[src/rtl/imu_spi_pkg.sv]
// Shared state encoding and default SPI frame words for the IMU sequencer.
package imu_spi_pkg;

  typedef enum logic [2:0] {
    PWR_WAIT,
    INIT0,
    INIT1,
    INIT2,
    WAIT_INT,
    RD_L,
    RD_H
  } imu_state_t;

  localparam logic [15:0] DEF_INIT_WR0 = 16'h0D02;
  localparam logic [15:0] DEF_INIT_WR1 = 16'h1160;
  localparam logic [15:0] DEF_INIT_WR2 = 16'h1440;
  localparam logic [15:0] DEF_RD_YAW_L = 16'hA600;
  localparam logic [15:0] DEF_RD_YAW_H = 16'hA700;
  localparam int          RD_BIT       = 15;

endpackage

[src/rtl/imu_int_sync.sv]
// Two-flop synchronizer for a single asynchronous level input; 2-cycle latency.
module imu_int_sync (
  input  logic clk,
  input  logic rst,
  input  logic async_in,
  output logic sync_out
);

  logic meta;

  always_ff @(posedge clk or posedge rst) begin
    if (rst) begin
      meta     <= 1'b0;
      sync_out <= 1'b0;
    end else begin
      meta     <= async_in;
      sync_out <= meta;
    end
  end

endmodule

[src/rtl/imu_spi_seq.sv]
// IMU bring-up and yaw-rate read sequencer driving an SPI monarch; vld lands 2 frames + 2 cycles after INT.
// Optional IMU_INT_TIMEOUT_EN adds a WAIT_INT watchdog with a sticky int_to output.
module imu_spi_seq
  import imu_spi_pkg::*;
#(
  parameter int          PWR_DLY_W = 16,
  parameter logic [15:0] INIT_WR0  = DEF_INIT_WR0,
  parameter logic [15:0] INIT_WR1  = DEF_INIT_WR1,
  parameter logic [15:0] INIT_WR2  = DEF_INIT_WR2,
  parameter logic [15:0] RD_YAW_L  = DEF_RD_YAW_L,
  parameter logic [15:0] RD_YAW_H  = DEF_RD_YAW_H
`ifdef IMU_INT_TIMEOUT_EN
  ,
  parameter int          TO_W      = 20
`endif
) (
  input  logic        clk,
  input  logic        rst,
  input  logic        INT,
  input  logic        spi_done,
  input  logic [15:0] spi_rd_data,
  output logic        spi_wrt,
  output logic [15:0] spi_wrt_data,
  output logic [15:0] yaw_rt,
  output logic        vld,
  output logic        init_done
`ifdef IMU_INT_TIMEOUT_EN
  ,
  output logic        int_to
`endif
);

  imu_state_t           state, state_nxt;
  logic [PWR_DLY_W-1:0] dly_cnt;
  logic                 done_q;
  logic                 pend;
  logic                 int_s;
  logic                 fire;
  logic                 rd_req;
  logic [7:0]           low_reg, low_nxt;
  logic                 wrt_nxt, vld_nxt, init_nxt;
  logic [15:0]          dat_nxt, yaw_nxt;
  logic                 unused_rd_hi;

  // Only the low byte of a read frame carries register data.
  assign unused_rd_hi = ^spi_rd_data[15:8];

  imu_int_sync u_int_sync (
    .clk      (clk),
    .rst      (rst),
    .async_in (INT),
    .sync_out (int_s)
  );

  // A done rise only counts if a frame was issued since reset or the last accepted completion.
  assign fire = spi_done & ~done_q & pend;

`ifdef IMU_INT_TIMEOUT_EN
  logic [TO_W-1:0] to_cnt;
  logic            to_hit;

  assign to_hit = (state == WAIT_INT) && (&to_cnt);
  assign rd_req = int_s | to_hit;

  always_ff @(posedge clk or posedge rst) begin
    if (rst) begin
      to_cnt <= '0;
      int_to <= 1'b0;
    end else begin
      to_cnt <= (state == WAIT_INT) ? to_cnt + 1'b1 : '0;
      if (int_s)       int_to <= 1'b0;
      else if (to_hit) int_to <= 1'b1;
    end
  end
`else
  assign rd_req = int_s;
`endif

  always_comb begin
    state_nxt = state;
    wrt_nxt   = 1'b0;
    dat_nxt   = spi_wrt_data;
    vld_nxt   = 1'b0;
    yaw_nxt   = yaw_rt;
    low_nxt   = low_reg;
    init_nxt  = init_done;
    case (state)
      PWR_WAIT: if (&dly_cnt) begin
        state_nxt = INIT0; wrt_nxt = 1'b1; dat_nxt = INIT_WR0;
      end
      INIT0: if (fire) begin
        state_nxt = INIT1; wrt_nxt = 1'b1; dat_nxt = INIT_WR1;
      end
      INIT1: if (fire) begin
        state_nxt = INIT2; wrt_nxt = 1'b1; dat_nxt = INIT_WR2;
      end
      INIT2: if (fire) begin
        state_nxt = WAIT_INT; init_nxt = 1'b1;
      end
      WAIT_INT: if (rd_req) begin
        state_nxt = RD_L; wrt_nxt = 1'b1; dat_nxt = RD_YAW_L;
      end
      RD_L: if (fire) begin
        low_nxt   = spi_rd_data[7:0];
        state_nxt = RD_H; wrt_nxt = 1'b1; dat_nxt = RD_YAW_H;
      end
      RD_H: if (fire) begin
        yaw_nxt = {spi_rd_data[7:0], low_reg};
        vld_nxt = 1'b1;
        // Chain straight into the next pair while INT is still asserted.
        if (int_s) begin
          state_nxt = RD_L; wrt_nxt = 1'b1; dat_nxt = RD_YAW_L;
        end else begin
          state_nxt = WAIT_INT;
        end
      end
      default: state_nxt = PWR_WAIT;
    endcase
  end

  always_ff @(posedge clk or posedge rst) begin
    if (rst) begin
      state        <= PWR_WAIT;
      dly_cnt      <= '0;
      done_q       <= 1'b0;
      pend         <= 1'b0;
      low_reg      <= '0;
      spi_wrt      <= 1'b0;
      spi_wrt_data <= '0;
      yaw_rt       <= '0;
      vld          <= 1'b0;
      init_done    <= 1'b0;
    end else begin
      state        <= state_nxt;
      if (state == PWR_WAIT) dly_cnt <= dly_cnt + 1'b1;
      done_q       <= spi_done;
      if (wrt_nxt)   pend <= 1'b1;
      else if (fire) pend <= 1'b0;
      low_reg      <= low_nxt;
      spi_wrt      <= wrt_nxt;
      spi_wrt_data <= dat_nxt;
      yaw_rt       <= yaw_nxt;
      vld          <= vld_nxt;
      init_done    <= init_nxt;
    end
  end

endmodule

[config.mk]
export PLATFORM = sky130hd
export DESIGN_NAME = imu_spi_seq
export DESIGN_NICKNAME = d
export VERILOG_FILES = /design/src/rtl/imu_spi_pkg.sv /design/src/rtl/imu_int_sync.sv /design/src/rtl/imu_spi_seq.sv
export SDC_FILE = /design/constraint.sdc
export NUM_CORES = 1
export LEC_CHECK = 0
export BUFFER_PORTS_ARGS = -buffer_cell sky130_fd_sc_hd__buf_2
export CORE_UTILIZATION = 35
export DETAILED_ROUTE_END_ITERATION = 6
export PLACE_DENSITY_LB_ADDON = 0.1
export SETUP_SLACK_MARGIN = 0.1
export SLEW_MARGIN = 20
export SYNTH_ARGS = -nofsm -noshare
export SYNTH_HDL_FRONTEND = slang
export SYNTH_SLANG_ARGS = --single-unit
[constraint.sdc]
create_clock -name clk -period 5.15 [get_ports clk]
set_clock_uncertainty 0.2 [all_clocks]
set_input_delay 0.2575 -clock clk [delete_from_list [all_inputs] [get_ports clk]]
set_output_delay 0.2575 -clock clk [all_outputs]
set_load 0.05 [all_outputs]
==> results.py, run 1 <==
metrics = {
    "global_route": {
        "grt_max_degree": 57,
        "antenna_found_initial": 0,
        "grt_pass1_wl_mm": 6.78,
        "gr-total-overflow": 0,
        "grt_pass1_vias": 1441,
        "grt.total_usage_pct": 12.1,
    },
    "sta": {
        "tightest_slew_ns": 0.692,
        "setup_tns_ns": 0,
        "rsz0062_at_grt": "false",
        "timing.fmax_ghz": 0.439,
        "slew_viol_final": 0,
        "hold_viol": 0,
        "fin_crit_ns": 2.28,
        "period_share_pct": 44.3,
        "timing.slew.headroom_pct": 53.4,
        "setup_viol": 0,
    },
    "final_layout": {
        "drive_above_1_share_pct": 34.3,
        "diodes": 0,
        "register_area_mm2": 0.00140,
        "multi_input_area_um2": 842,
        "final_area_mm2": 0.00279,
        "fin_nets": 256,
        "num-fill-cells": 623,
        "fin_cells": 313,
        "synthToLayoutAreaGrowth_pct": 17.8,
    },
    "worst_setup_path": {
        "end_kind": "flop",
        "ff2ff_path_depth": 3,
        "crit_chain": "dlygate4sd3_1, buf_2, nand3b_1, a221oi_1, o32ai_1, a32o_1",
        "crit_start": "spi_done",
        "crit_path_max_fanout": 5,
        "crit_end": "spi_wrt_data[12]",
        "rr_endpoint": "low_reg[7]",
        "required_ns": 5.14,
        "crit_arrival_ns": 2.27,
        "r2r_start": "state[0]",
        "rrSetupSlack_ns": 2.94,
        "worstSetupStartpointType": "input pin",
        "crit_path_max_incr_delay_ns": 0.67,
        "criticalPathCategory": "input pin to flop",
        "slowest_stage": "a221oi_1",
    },
    "route": {
        "drt-initial-drc-count": 57,
        "route.detailed.drc": 3,
        "postRouteAntennaNets": 0,
        "routed_via_density": 4.75,
        "routed_wl_mm": 3.97,
        "num_vias": 1487,
        "wl_per_cell_um": 12.7,
        "first_pass_iters": 6,
    },
    "floorplan": {
        "dieHeight_um": 84.3,
        "row_count": 29,
        "core-area_mm2": 0.00646,
        "ios": 55,
        "die_x_um": 84.3,
        "initial_utilization_pct": 36.7,
        "dieArea_mm2": 0.00711,
    },
    "synth": {
        "syn_avg_cell_area_um2": 12.8,
        "yosys_warnings": 0,
        "yosysSeqAreaShare_pct": 59.1,
        "synth_flop_cell": "dfrtp_1",
        "ys_top_cells_by_area": "dfrtp_1, mux2_2, buf_4",
        "async_flop_share_pct": 100,
        "syn_inst": 185,
        "synth_top_area_share_pct": 59.1,
        "synth-edff-count": 0,
        "ys_ff_latch": 56,
        "yosysMostFrequentCell": "dfrtp_1",
        "synth_common_cells": "dfrtp_1, mux2_2, buf_4",
        "synth_cell_types": 36,
        "syn-cell-area_mm2": 0.00237,
        "synth_area_leader_cell": "dfrtp_1",
    },
    "place": {
        "place.port_buffers": 40,
        "gp_congestion": 0.718,
        "dp_cells": 294,
        "placed_area_mm2": 0.00258,
        "hpwlAfterDp_mm": 2.64,
    },
    "clock_network": {
        "tritoncts": "yes",
        "cts_buffers": 5,
        "clkLatencyLatePin_ns": 0.30,
        "cts_resized": 0,
        "cts-root-buf": "clkbuf_8",
        "cts_buffer_depth": 2,
        "clk_pin_slew_ns": 0.10,
        "htreeDepth": 2,
        "cts_sinks": 56,
    },
    "worst_hold_path": {
        "hold_start": "u_int_sync.meta",
        "hold_class": "flop to flop",
    },
    "power": {
        "power_density_mw_per_mm2": 259,
        "p_leak_nw": 1.45,
        "vdd_drop_max_uv": 107,
    },
    "outcome": {
        "status": "finished with violations",
        "violations": "design-rule violations",
    },
    "job": {
        "drv_cap": 0,
    },
}
-- worst min path at each step --
stage | endpoint | slack (ns) | depth (start not counted)
5_1_grt | u_int_sync.sync_out | 0.19 | 0
3_5_place_dp | u_int_sync.sync_out | 0.14 | 0
2_1_floorplan | done_q | 0.09 | 0
4_1_cts | u_int_sync.sync_out | 0.17 | 0
3_3_place_gp | u_int_sync.sync_out | 0.14 | 0
6_report | u_int_sync.sync_out | 0.16 | 0
-- report_power, final --
group	switching, mW	total, mW	internal (mW)
combinational	0.0211	0.0307	0.00957
sequential	0.000541	0.441	0.441
clock	0.142	0.251	0.109
total	0.164	0.723	0.559
-- worst max-delay path, delay by kind of cell --
kind	cells	cell delay [ns]
AND/OR/NAND/NOR	1	0.20
buffers and inverters	2	0.65
AO/OA/AOI/OAI	3	1.16
-- cell type report --
cell class              instances  share of cell area (%)
multi-input cells             111                    30.2
flip-flops and latches         56                    50.2
well taps                      77                    3.45
repair buffers                 53                    11.6
clock inverters                 2                   0.538
inverters                       8                    1.08
clock buffers                   6                    2.96
-- routing by layer --
metal / vias to the layer above / global-route usage [%] / part of all wire (%)
met1: 732 / 16.5 / 50
met5: - / 0 / 0
met3: 2 / 3.83 / 3.5
li1: 727 / - / -
met4: 0 / 3.29 / 0.60
met2: 26 / 18.7 / 46
-- metrics by stage --
stage / power, mW / hold WS, ns / util, % / setup slack (ns)
final: 0.723 / 0.163 / 43.2 / 2.87
after global routing: 0.758 / 0.190 / 43.2 / 2.68
after CTS: 0.736 / 0.165 / 43.2 / 2.89
after detailed placement: 0.475 / 0.140 / 40.0 / 2.92
after global placement: 0.475 / 0.136 / 40.0 / 2.84
after floorplan: 0.470 / 0.0889 / - / 3.24
-- what timing repair did --
| item | in CTS | in global routing |
|---|---|---|
| endpoints found under the hold margin | 74 | 0 |
| hold buffers | 11 | 0 |
| setup buffers | 0 | 0 |
-- cells by family after synthesis --
group           after synthesis  share of synthesized area, %
buf+inv                      23                          6.17
flops                        56                          59.1
xor+xnor                     16                          5.91
simple gates                 46                          11.0
other cells                   1                         0.158
compound gates               18                          5.70
mux                          24                          11.4
fa+ha+maj                     1                         0.528
-- cell usage in the layout (no fill, tap or decap), types with 3 or more instances in the layout --
cell / instances
nand3_1: 7
xnor2_1: 10
buf_2: 40
nand4_1: 5
mux2_2: 24
o21a_1: 3
nand2_1: 11
conb_1: 6
dlygate4sd3_1: 11
nor3_1: 5
inv_1: 7
xor2_1: 6
nor2_1: 7
clkbuf_8: 6
dfrtp_1: 56
(Power assumes the default switching activity.)
==> inputs of run 2 (changes only) <==
--- a/config.mk
+++ b/config.mk
@@ -5,6 +5,7 @@
 export SDC_FILE = /design/constraint.sdc
 export NUM_CORES = 1
 export LEC_CHECK = 0
+export ABC_AREA = 1
 export BUFFER_PORTS_ARGS = -buffer_cell sky130_fd_sc_hd__buf_2
 export CORE_UTILIZATION = 35
 export DETAILED_ROUTE_END_ITERATION = 6
==> constraint.sdc (replaced) <==
create_clock -name clk -period 1.9 [get_ports clk]
set_clock_uncertainty 0.2 [all_clocks]
set_input_delay 0.095 -clock clk [delete_from_list [all_inputs] [get_ports clk]]
set_output_delay 0.095 -clock clk [all_outputs]
set_load 0.05 [all_outputs]
==> run 2 against run 1 <==
Compared with the run above:
- wire length rose by 14%
- cell count rose by 39%
- combinational power rose to 56 times the previous value
- die area rose by 6.9%
- critical path depth rose by 2
- worst setup slack got worse by 2.6 ns
- clock power rose to 2.6 times the previous value
- design area rose by 8.5%
- sequential share of layout area fell by 3.9 points
- utilization rose by 0.62 points
- global-route usage rose by 1.4 points
- sequential power rose to 4.0 times the previous value
- the flow now finishes without violations
==> results.py, run 2 <==
metrics = {
    "synth": {
        "synthXorXnorAreaFrac_pct": 4.48,
        "synth_common_cells": "nand2_1, dfrtp_1, inv_1",
        "synth_flop_cell": "dfrtp_1",
        "synth_top_area_share_pct": 55.2,
        "async_flop_share_pct": 100,
        "syn_avg_cell_area_um2": 8.85,
        "syn_inst": 287,
        "synth_top_family_by_area": "simple AND/OR/NAND/NOR gates",
        "syn-cell-area_mm2": 0.00254,
        "yosysMostFrequentCell": "nand2_1",
        "muxShareOfSynthArea_pct": 0,
        "synth-compound-area-share_pct": 4.58,
        "ys_top_cells_by_area": "dfrtp_1, nand2_1, o21ai_0",
        "synth-edff-count": 0,
        "yosysSeqAreaShare_pct": 55.2,
        "ys_ff_latch": 56,
        "yosys_warnings": 0,
        "synth_area_leader_cell": "dfrtp_1",
        "synthAdderAreaFrac_pct": 0.493,
        "synth-simple-area-share_pct": 27.0,
        "synth_cell_types": 28,
    },
    "power": {
        "swShare_pct": 45.6,
        "p_switching_mw": 1.89,
        "vdd_drop_max_uv": 657,
        "power_density_mw_per_mm2": 1370,
        "p_int_mw": 2.25,
        "power_frac_comb_pct": 41.6,
        "p_seq_share_pct": 42.5,
        "p_leak_nw": 1.63,
        "p_clk_share_pct": 16.0,
    },
    "global_route": {
        "grt_pass1_wl_mm": 7.94,
        "grt.total_usage_pct": 13.5,
        "antenna_found_initial": 0,
        "grt_max_degree": 40,
        "grt_pass1_vias": 1759,
        "gr-total-overflow": 0,
    },
    "job": {
        "drv_cap": 0,
    },
    "floorplan": {
        "core-area_mm2": 0.00691,
        "dieArea_mm2": 0.00760,
        "dieHeight_um": 87.2,
        "row_count": 30,
        "initial_utilization_pct": 36.8,
        "ios": 55,
        "die_x_um": 87.2,
    },
    "clock_network": {
        "clkLatencyLatePin_ns": 0.31,
        "cts-root-buf": "clkbuf_8",
        "clk_pin_slew_ns": 0.10,
        "cts_buffer_depth": 2,
        "cts_sinks": 56,
        "tritoncts": "yes",
        "cts_buffers": 5,
        "htreeDepth": 2,
    },
    "sta": {
        "period_share_pct": 86.6,
        "setup_viol": 0,
        "timing.fmax_ghz": 0.608,
        "rsz0062_at_grt": "false",
        "setup_tns_ns": 0,
        "hold_viol": 0,
        "slew_viol_final": 0,
        "fin_crit_ns": 1.65,
    },
    "place": {
        "place.port_buffers": 40,
        "hpwlAfterDp_mm": 3.26,
        "gp_congestion": 0.764,
        "placed_area_mm2": 0.00281,
        "dp_cells": 416,
    },
    "worst_setup_path": {
        "end_kind": "flop",
        "required_ns": 1.91,
        "rr_endpoint": "dly_cnt[14]",
        "crit_arrival_ns": 1.66,
        "rrSetupSlack_ns": 0.25,
        "r2r_start": "state[1]",
        "ff2ff_path_depth": 8,
        "worstSetupStartpointType": "flop",
        "crit_path_max_fanout": 8,
        "criticalPathCategory": "flop to flop",
    },
    "final_layout": {
        "fin_nets": 360,
        "synthToLayoutAreaGrowth_pct": 19.3,
        "final_cell_mix": "nand2_1, dfrtp_1, buf_2",
        "final_area_mm2": 0.00303,
        "drive_above_1_share_pct": 21.8,
        "final_common_cell": "nand2_1",
        "diodes": 0,
        "fin_cells": 436,
    },
    "route": {
        "route.detailed.drc": 0,
        "num_vias": 1860,
        "routed_wl_mm": 4.54,
        "routed_via_density": 4.27,
        "wl_per_cell_um": 10.4,
        "first_pass_iters": 4,
        "drt-initial-drc-count": 111,
        "postRouteAntennaNets": 0,
    },
    "outcome": {
        "status": "finished, final reports clean",
    },
    "worst_hold_path": {
        "hold_class": "input pin to async pin",
    },
}
run 2: changes by cell type in the layout (fill, tap and decap cells not counted), moves of 4 or more:
cell,change
nor3_1,-5
nor2_1,+12
mux2_2,-24
o21ai_0,+17
nand2_1,+88
inv_1,+15
nand2_2,+4
nand4_1,+4
run 2: final cells by class:
cell class,instances,area [um2]
multi-input combinational,194,960
tap,96,120
clock inverter,3,21.3
fill,713,3880
sequential,56,1400
inverter,27,104
timing repair buffer,55,353
clock buffer,5,68.8
run 2: power groups by stage:
| stage | clock network, mW | registers [mW] | logic (mW) |
|---|---|---|---|
| after floorplan | 0 | 2.28 | 0.874 |
| after global placement | 0 | 1.78 | 1.68 |
| after detailed placement | 0 | 1.78 | 1.68 |
| after CTS | 0.697 | 1.76 | 1.71 |
| after global routing | 0.750 | 1.81 | 1.88 |
| final | 0.661 | 1.76 | 1.72 |
run 2: metrics by stage:
stage,power (mW),util (%),setup WS (ns),hold WS (ns)
finish,4.14,43.9,0.254,0.112
global placement,3.46,40.7,0.208,-0.0837
floorplan,3.16,-,0.234,-0.0736
detailed placement,3.47,40.7,0.183,-0.0824
global route,4.45,43.9,0.107,0.135
CTS,4.17,43.6,0.152,0.124
run 2: worst max path at each step:
stage,start,to,slack [ns]
3_3_place_gp,dly_cnt[0],spi_wrt_data[5],0.21
2_1_floorplan,rst,dly_cnt[0],0.23
4_1_cts,dly_cnt[0],spi_wrt_data[10],0.15
6_report,state[1],dly_cnt[14],0.25
5_1_grt,spi_done,low_reg[2],0.11
3_5_place_dp,dly_cnt[0],spi_wrt_data[10],0.18
run 2: metal layers:
metal | wire length, um | up-vias | track usage (%)
li1 | - | 983 | -
met1 | 2370 | 826 | 18.9
met2 | 1890 | 43 | 19.9
met3 | 202 | 8 | 3.60
met4 | 72 | 0 | 5.37
met5 | 0 | - | 0
run 2: cell families (layout without fill, tap and decap cells):
group | Yosys count | in the layout
XOR/XNOR | 13 | 13
buffers and inverters | 42 | 90
adder cells (fa/ha/maj) | 1 | 1
other | 1 | 6
flip-flops | 56 | 56
AND/OR/NAND/NOR | 151 | 151
AO/OA/AOI/OAI | 23 | 23
run 2: timing repair:
| item | in CTS | in global routing |
|---|---|---|
| resized for setup | 0 | 3 |
| buffers inserted | 0 | 1 |
| hold buffers | 11 | 0 |
| endpoints found under the setup margin | 0 | 9 |
| endpoints found under the hold margin | 75 | 0 |
run 2: worst max-delay path, stage by stage (launching register included):
cell and delay [ns]:
dfrtp_2 0.49, nor2_4 0.17, nand2_4 0.10, inv_4 0.11, nand2_2 0.09, nor2_2 0.13
nand2_1 0.08, xor2_1 0.13, inv_1 0.05
